### src/rtl/polar_simd_unit_pkg.sv
// Shared types and defaults for the packed polar-decoding SIMD unit.
package polar_simd_unit_pkg;

  localparam int unsigned QTF_SIZE_DEFAULT = 8;

  typedef enum logic [1:0] {
    PL_NOP = 2'd0,
    PL_F   = 2'd1,
    PL_G   = 2'd2,
    PL_R   = 2'd3
  } polar_op_t;

endpackage

### src/rtl/polar_simd_unit_lane.sv
// Single-lane combinational datapath for the polar F / G / R operations.
// All arithmetic is done one bit wider than the lane so nothing wraps, and
// results are clamped to the symmetric range [-MAXV, MAXV].
module polar_lane
  import polar_simd_unit_pkg::*;
#(
  parameter int unsigned QTF_SIZE = QTF_SIZE_DEFAULT
) (
  input  polar_op_t             op_i,
  input  logic [QTF_SIZE-1:0]   a_i,
  input  logic [QTF_SIZE-1:0]   b_i,
  input  logic                  beta_i,
  output logic [QTF_SIZE-1:0]   result_o,
  output logic                  sat_o
);

  localparam logic signed [QTF_SIZE:0] MAXV     = {2'b00, {(QTF_SIZE-1){1'b1}}};
  localparam logic signed [QTF_SIZE:0] NEG_MAXV = -MAXV;
  localparam logic [QTF_SIZE-1:0]      MIN_CODE = {1'b1, {(QTF_SIZE-1){1'b0}}};

  logic signed [QTF_SIZE:0] a_x, b_x, abs_a, abs_b, mag, neg_mag, raw;

  // Widen operands, form clamped magnitudes and the G sum/difference.
  always_comb begin
    a_x     = $signed({a_i[QTF_SIZE-1], a_i});
    b_x     = $signed({b_i[QTF_SIZE-1], b_i});
    abs_a   = a_x[QTF_SIZE] ? -a_x : a_x;
    abs_b   = b_x[QTF_SIZE] ? -b_x : b_x;
    if (abs_a > MAXV) abs_a = MAXV;
    if (abs_b > MAXV) abs_b = MAXV;
    mag     = (abs_a < abs_b) ? abs_a : abs_b;
    neg_mag = -mag;
    raw     = beta_i ? (b_x - a_x) : (b_x + a_x);
  end

  // Select the per-op result and the lane saturation flag.
  always_comb begin
    result_o = '0;
    sat_o    = 1'b0;
    case (op_i)
      PL_F: begin
        result_o = (a_i[QTF_SIZE-1] ^ b_i[QTF_SIZE-1]) ? neg_mag[QTF_SIZE-1:0]
                                                       : mag[QTF_SIZE-1:0];
        sat_o    = (a_i == MIN_CODE) || (b_i == MIN_CODE);
      end
      PL_G: begin
        if (raw > MAXV) begin
          result_o = MAXV[QTF_SIZE-1:0];
          sat_o    = 1'b1;
        end else if (raw < NEG_MAXV) begin
          result_o = NEG_MAXV[QTF_SIZE-1:0];
          sat_o    = 1'b1;
        end else begin
          result_o = raw[QTF_SIZE-1:0];
        end
      end
      PL_R:    result_o = {{(QTF_SIZE-1){1'b0}}, ~beta_i & a_i[QTF_SIZE-1]};
      default: result_o = '0;
    endcase
  end

endmodule

### src/rtl/polar_simd_unit.sv
// Two-stage pipelined SIMD unit for packed polar-decoding LLR ops.
// Handshake: a transfer happens on a rising edge where valid && ready, on
// both the issue side (op_valid_i/op_ready_o) and the writeback side
// (result_valid_o/result_ready_i). op_ready_o depends only on pipeline
// occupancy and result_ready_i, never on op_valid_i. While result_valid_o is
// high and result_ready_i low, the result, tag and sat outputs hold.
module polar_simd_unit
  import polar_simd_unit_pkg::*;
#(
  parameter int unsigned XLEN          = 64,
  parameter int unsigned QTF_SIZE      = QTF_SIZE_DEFAULT,
  parameter int unsigned LANES         = XLEN / QTF_SIZE,
  parameter int unsigned TRANS_ID_BITS = 3,
  parameter int unsigned CNT_WIDTH     = 16
) (
  input  logic                     clk_i,
  input  logic                     rst_ni,
  input  logic                     flush_i,
  input  logic                     op_valid_i,
  output logic                     op_ready_o,
  input  polar_op_t                op_i,
  input  logic [XLEN-1:0]          operand_a_i,
  input  logic [XLEN-1:0]          operand_b_i,
  input  logic [LANES-1:0]         beta_i,
  input  logic [TRANS_ID_BITS-1:0] trans_id_i,
  output logic                     result_valid_o,
  input  logic                     result_ready_i,
  output logic [XLEN-1:0]          result_o,
  output logic [TRANS_ID_BITS-1:0] trans_id_o,
  output logic                     sat_o,
  output logic [CNT_WIDTH-1:0]     sat_count_o
);

  localparam int unsigned LW = LANES * QTF_SIZE;

  logic [LW-1:0]    lane_res;
  logic [LANES-1:0] lane_sat;

  logic                     s1_valid_q, s1_valid_d, s2_valid_q, s2_valid_d;
  logic [LW-1:0]            s1_res_q, s1_res_d, s2_res_q, s2_res_d;
  logic                     s1_sat_q, s1_sat_d, s2_sat_q, s2_sat_d;
  logic [TRANS_ID_BITS-1:0] s1_tag_q, s1_tag_d, s2_tag_q, s2_tag_d;
  logic [CNT_WIDTH-1:0]     cnt_q, cnt_d;
  logic                     s2_adv, accept;

  for (genvar g = 0; g < LANES; g++) begin : g_lane
    polar_lane #(.QTF_SIZE(QTF_SIZE)) u_lane (
      .op_i     (op_i),
      .a_i      (operand_a_i[g*QTF_SIZE +: QTF_SIZE]),
      .b_i      (operand_b_i[g*QTF_SIZE +: QTF_SIZE]),
      .beta_i   (beta_i[g]),
      .result_o (lane_res[g*QTF_SIZE +: QTF_SIZE]),
      .sat_o    (lane_sat[g])
    );
  end

  // Handshake: S2 drains when empty or taken; S1 may refill whenever S2 moves.
  always_comb begin
    s2_adv     = !s2_valid_q || result_ready_i;
    op_ready_o = !s1_valid_q || s2_adv;
    accept     = op_valid_i && op_ready_o;
  end

  // Stage 1 next state: capture lane results on accept; flush drops everything.
  always_comb begin
    s1_res_d   = s1_res_q;
    s1_sat_d   = s1_sat_q;
    s1_tag_d   = s1_tag_q;
    s1_valid_d = s1_valid_q;
    if (accept) begin
      s1_res_d = lane_res;
      s1_sat_d = |lane_sat;
      s1_tag_d = trans_id_i;
    end
    if (flush_i)     s1_valid_d = 1'b0;
    else if (accept) s1_valid_d = 1'b1;
    else if (s2_adv) s1_valid_d = 1'b0;
  end

  // Stage 2 next state: shift S1 forward only when S2 advances, else hold.
  always_comb begin
    s2_res_d   = s2_res_q;
    s2_sat_d   = s2_sat_q;
    s2_tag_d   = s2_tag_q;
    s2_valid_d = s2_valid_q;
    if (s2_adv && s1_valid_q) begin
      s2_res_d = s1_res_q;
      s2_sat_d = s1_sat_q;
      s2_tag_d = s1_tag_q;
    end
    if (flush_i)     s2_valid_d = 1'b0;
    else if (s2_adv) s2_valid_d = s1_valid_q;
  end

  // Saturating count of saturated results handed to writeback (flush-immune).
  always_comb begin
    cnt_d = cnt_q;
    if (s2_valid_q && result_ready_i && s2_sat_q && (cnt_q != '1))
      cnt_d = cnt_q + CNT_WIDTH'(1);
  end

  // Pipeline and counter registers.
  always_ff @(posedge clk_i or negedge rst_ni) begin
    if (!rst_ni) begin
      s1_valid_q <= 1'b0;
      s1_res_q   <= '0;
      s1_sat_q   <= 1'b0;
      s1_tag_q   <= '0;
      s2_valid_q <= 1'b0;
      s2_res_q   <= '0;
      s2_sat_q   <= 1'b0;
      s2_tag_q   <= '0;
      cnt_q      <= '0;
    end else begin
      s1_valid_q <= s1_valid_d;
      s1_res_q   <= s1_res_d;
      s1_sat_q   <= s1_sat_d;
      s1_tag_q   <= s1_tag_d;
      s2_valid_q <= s2_valid_d;
      s2_res_q   <= s2_res_d;
      s2_sat_q   <= s2_sat_d;
      s2_tag_q   <= s2_tag_d;
      cnt_q      <= cnt_d;
    end
  end

  // Output mapping; bits above the packed lanes read as zero.
  always_comb begin
    result_o         = '0;
    result_o[LW-1:0] = s2_res_q;
    result_valid_o   = s2_valid_q;
    trans_id_o       = s2_tag_q;
    sat_o            = s2_sat_q;
    sat_count_o      = cnt_q;
  end

endmodule
### config.mk
export PLATFORM = sky130hd
export DESIGN_NAME = polar_simd_unit
export DESIGN_NICKNAME = d
export VERILOG_FILES = /design/src/rtl/polar_simd_unit_pkg.sv /design/src/rtl/polar_simd_unit_lane.sv /design/src/rtl/polar_simd_unit.sv
export SDC_FILE = /design/constraint.sdc
export NUM_CORES = 1
export LEC_CHECK = 0
export ABC_AREA = 1
export BUFFER_PORTS_ARGS = -buffer_cell sky130_fd_sc_hd__clkbuf_2
export CAP_MARGIN = 25
export CELL_PAD_IN_SITES_DETAIL_PLACEMENT = 0
export CELL_PAD_IN_SITES_GLOBAL_PLACEMENT = 1
export CORE_ASPECT_RATIO = 1.25
export CORE_UTILIZATION = 46
export CTS_CLUSTER_SIZE = 20
export DETAILED_ROUTE_END_ITERATION = 12
export PLACE_DENSITY = 0.94
export SLEW_MARGIN = 30
export SYNTH_ARGS = -nofsm -noshare
export SYNTH_HDL_FRONTEND = slang
export SYNTH_HIERARCHICAL = 1
export SYNTH_SLANG_ARGS = --single-unit
### constraint.sdc
create_clock -name clk_i -period 4.19 [get_ports clk_i]
set_input_delay 1.0475 -clock clk_i [delete_from_list [all_inputs] [get_ports clk_i]]
set_output_delay 1.0475 -clock clk_i [all_outputs]
set_load 0.02 [all_outputs]
==> PnR_summary.wiki <==
{| class="wikitable"
! Metric !! Value
|-
| Result of the run || complete, no violations
|-
| Number of levels the H-tree was split into || 4
|-
| Fraction of final layout cells sized beyond drive strength 1 || ~29%
|-
| Type of the tightest min-delay check || flip-flop to flip-flop
|-
| Critical Path Start || operand_a_i[16]
|-
| Iteration-0 DRC Markers || 1219
|-
| Cell at the root of the clock tree || clkbuf_16
|-
| Effective utilization at floorplan || 46.6%
|-
| Share of flip-flops with an asynchronous set or reset || 100%
|-
| Yosys warns || 6
|-
| Worst slack after detailed placement || -0.471 ns
|-
| Count of flip-flops with a built-in enable after synthesis || 0
|-
| Overall overflow remaining after global route || 0
|-
| Min-Delay Startpoint || s1_res_q[62]$_DFFE_PN0P_
|-
| Final WL || 59800 um
|-
| Setup TNS Final || 0 ns
|-
| Vias || 22500
|-
| Worst Setup End Kind || flip-flop
|-
| Total of fill cells in the finished design || 3978
|-
| Number of inserted diodes || 0
|-
| Count of different cell masters after synthesis || 52
|-
| Number of input and output port buffers inserted || 231
|-
| Count of state elements after synthesis || 154
|-
| Commonest cells in the synthesized netlist || nand2_1 (883), inv_1 (435), nand3_1 (227)
|-
| Startpoint Class || input pin
|-
| Number of rows in the core area || 85
|-
| Library cell with the largest summed area after synthesis || dfrtp_1
|-
| Average cell area after synthesis || between 6 and 7 um2
|-
| Worst reg2reg startpoint || result_valid_o$_DFFE_PN0P_
|-
| Post-route fraction of the period consumed by the critical path || 94.3%
|-
| Synthesized netlist cell count || ~3100
|-
| Number of clock buffers inserted by TritonCTS || 17
|-
| Most instantiated library cell after synthesis || nand2_1
|-
| Antenna violations before repair || 0
|-
| Worst Path Arrival || 4.29 ns
|-
| Maximum number of pins on one net before global-route repair || 83
|-
| Unrepaired setup endpoints after global routing || true
|-
| Total global-route track usage || 26.6%
|-
| Leakage power || 14.2 nW
|-
| Max Clk Rate || 253 MHz
|-
| Slew headroom || 45.1%
|-
| Reg clk slew, reported paths || 0.06 ns
|-
| Top area cells in the synthesized netlist || dfrtp_1 (19%), nand2_1 (17%), ha_1 (11%)
|-
| Layout Utilization || between 60% and 70%
|-
| Via count of the first global-routing pass || 21900
|-
| Die Y || roughly 240 um
|-
| Synth Cell Area || 20000 um2
|-
| I/O pin total || ~230
|-
| Max-capacitance violation count || 0
|-
| Post-layout nets || 4122
|-
| Cell with the largest stage delay on the worst path || o21ai_1
|-
| Detailed placer's ending HPWL || 48800 um
|-
| Longest individual stage delay on the worst path || 0.28 ns
|-
| Portion of synthesized cell area occupied by the leading cell type || between 10% and 20%
|-
| Area growth from synthesis to layout || 30.5%
|-
| Final period demand of the worst path || 3.95 ns
|-
| Slew of the pin with the lowest slew margin || 0.824 ns
|-
| Ratio of routed vias to standard cells || 5.16
|-
| Type of the setup path with the least slack || input pin to flip-flop
|-
| Critical path data required time || between 4 and 5 ns
|-
| Pins Over Slew Limit || 0
|-
| Pwr/cell area || approximately 280 nW/um2
|-
| Standard cell core area || around 43000 um2
|-
| Most frequent CP cell || nand2_1
|-
| Total die area || 44400 um2
|-
| Hold_ws || 0.479 ns
|-
| Iteration count of the initial detailed-routing pass || 5
|-
| Die width || approximately 190 um
|-
| Crit path buffers/inverters || 6
|-
| Hold violation count in the final report || 0
|-
| Global-route wire length before repair || 99000 um
|-
| Average wire length per cell after detail routing || ~14 um
|-
| Dominant delay contributor by cell family on the critical path || compound AO/OA/AOI/OAI gates
|-
| Top FF cell, synth || dfrtp_1
|-
| Setup Viol. Count Final || 0
|-
| Clock tree from TritonCTS || yes
|-
| Placer Congestion || 0.965
|-
| Detail Route Antenna Nets || 0
|-
| Power after layout || 0.00728 W
|-
| CP Max Fanout || 2
|-
| DRC errors left || 0
|-
| Worst IR drop on VDD || roughly 0.00030 V
|-
| Worst skew pair latency || 0.45 ns
|-
| Clock buffer depth || 2
|-
| Clock skew || 0.0108 ns
|-
| Share of synthesized area occupied by flip-flops and latches || 19.2%
|-
| Worst path setup slack after routing || 0.238 ns
|-
| CTS sink count || 154
|}
[worst register-to-register path, stage by stage, from the launching register on]
cell and delay, ns:
dfrtp_1 0.42, nand2_1 0.15, nand2_4 0.41, buf_4 0.66, o21ai_0 0.20
[per-layer routing]
metal / track usage (%) / up-vias / wire (um)
li1: - / 11500 / -
met1: 31.5 / 10300 / 25100
met2: 48.4 / 605 / 30200
met3: 2.40 / 150 / 2310
met4: 11.4 / 0 / 2300
met5: 0 / - / 0
[power breakdown]
part / total, W / internal, W / leakage (nW) / switching [W]
clock network: 0.00158 / 0.000883 / 0.290 / 0.000701
logic: 0.00376 / 0.00159 / 11.9 / 0.00217
registers: 0.00194 / 0.00175 / 2.03 / 0.000186
[logic make-up after synthesis]
group / count (synthesis) / share of synthesized area (%)
buffers and inverters: 551 / 11.3
AND/OR/NAND/NOR: 1567 / 36.6
AO/OA/AOI/OAI: 581 / 16.3
other: 8 / 0.150
XOR/XNOR: 75 / 3.28
adder cells (fa/ha/maj): 185 / 11.9
flip-flops: 154 / 19.2
multiplexers: 23 / 1.29
[timing repair]
item                       in CTS  in global routing
setup endpoints to repair       1                 58
gates resized for setup         2                171
setup buffers                   0                 15
pin swaps                       0                 53
hold buffers                    0                  0
[stage by stage]
stage / cell area (um2) / cells
4_1_cts: 25500 / 4354
6_report: 26100 / 4369
5_1_grt: 26100 / 4369
2_1_floorplan: 20100 / 3152
3_5_place_dp: 24900 / 4322
3_3_place_gp: 24900 / 4322
[sequential cells by signal, summed over array words and instances, names as in the netlist]
register        count
sat_o               1
s1_sat_q            1
s1_valid_q          1
result_o           64
s1_tag_q            3
trans_id_o          3
s1_res_q           64
sat_count_o        16
result_valid_o      1
[placed cells by master, fill, tap and decap left out, types with 17 or more instances in the layout]
master / count
o21ai_0: 165
o21ai_1: 94
o211ai_1: 25
o21ai_2: 22
nand3_2: 21
nand2_1: 880
dfrtp_1: 154
nand3b_1: 27
nor2_2: 42
mux2_2: 23
a21oi_1: 154
a21oi_2: 21
nor2_1: 175
ha_1: 156
nand2_4: 25
inv_1: 423
xnor2_1: 27
clkbuf_16: 17
nor2_4: 33
clkbuf_2: 230
nand2_2: 84
buf_4: 454
inv_2: 52
xor2_1: 47
nand3_1: 223
[area by class of cell]
type                            instances  area, um2  share of cell area, %
Multi-Input combinational cell       2447      14500                   55.6
Timing Repair Buffer                  687       4610                   17.6
Sequential cell                       154       3850                   14.7
Inverter                              484       1840                   7.06
Tap cell                              565        707                   2.70
Clock buffer                           20        467                   1.79
Clock inverter                         12        129                  0.493
[path summary, 6_finish.rpt]
path,to,slack [ns],cells after the start
worst min-delay path,s1_res_q[62]$_DFFE_PN0P_,0.48,2
min in group asynchronous,sat_count_o[9]$_DFFE_PN0P_,0.64,1
worst min register to register,s1_res_q[62]$_DFFE_PN0P_,0.48,2
worst max register to register,result_o[29]$_DFFE_PN0P_,2.20,4
worst max-delay path,s1_sat_q$_DFFE_PN0P_,0.24,25
max in group asynchronous,s1_res_q[13]$_DFFE_PN0P_,2.63,2
No activity file was read; power rests on OpenSTA's default activity.
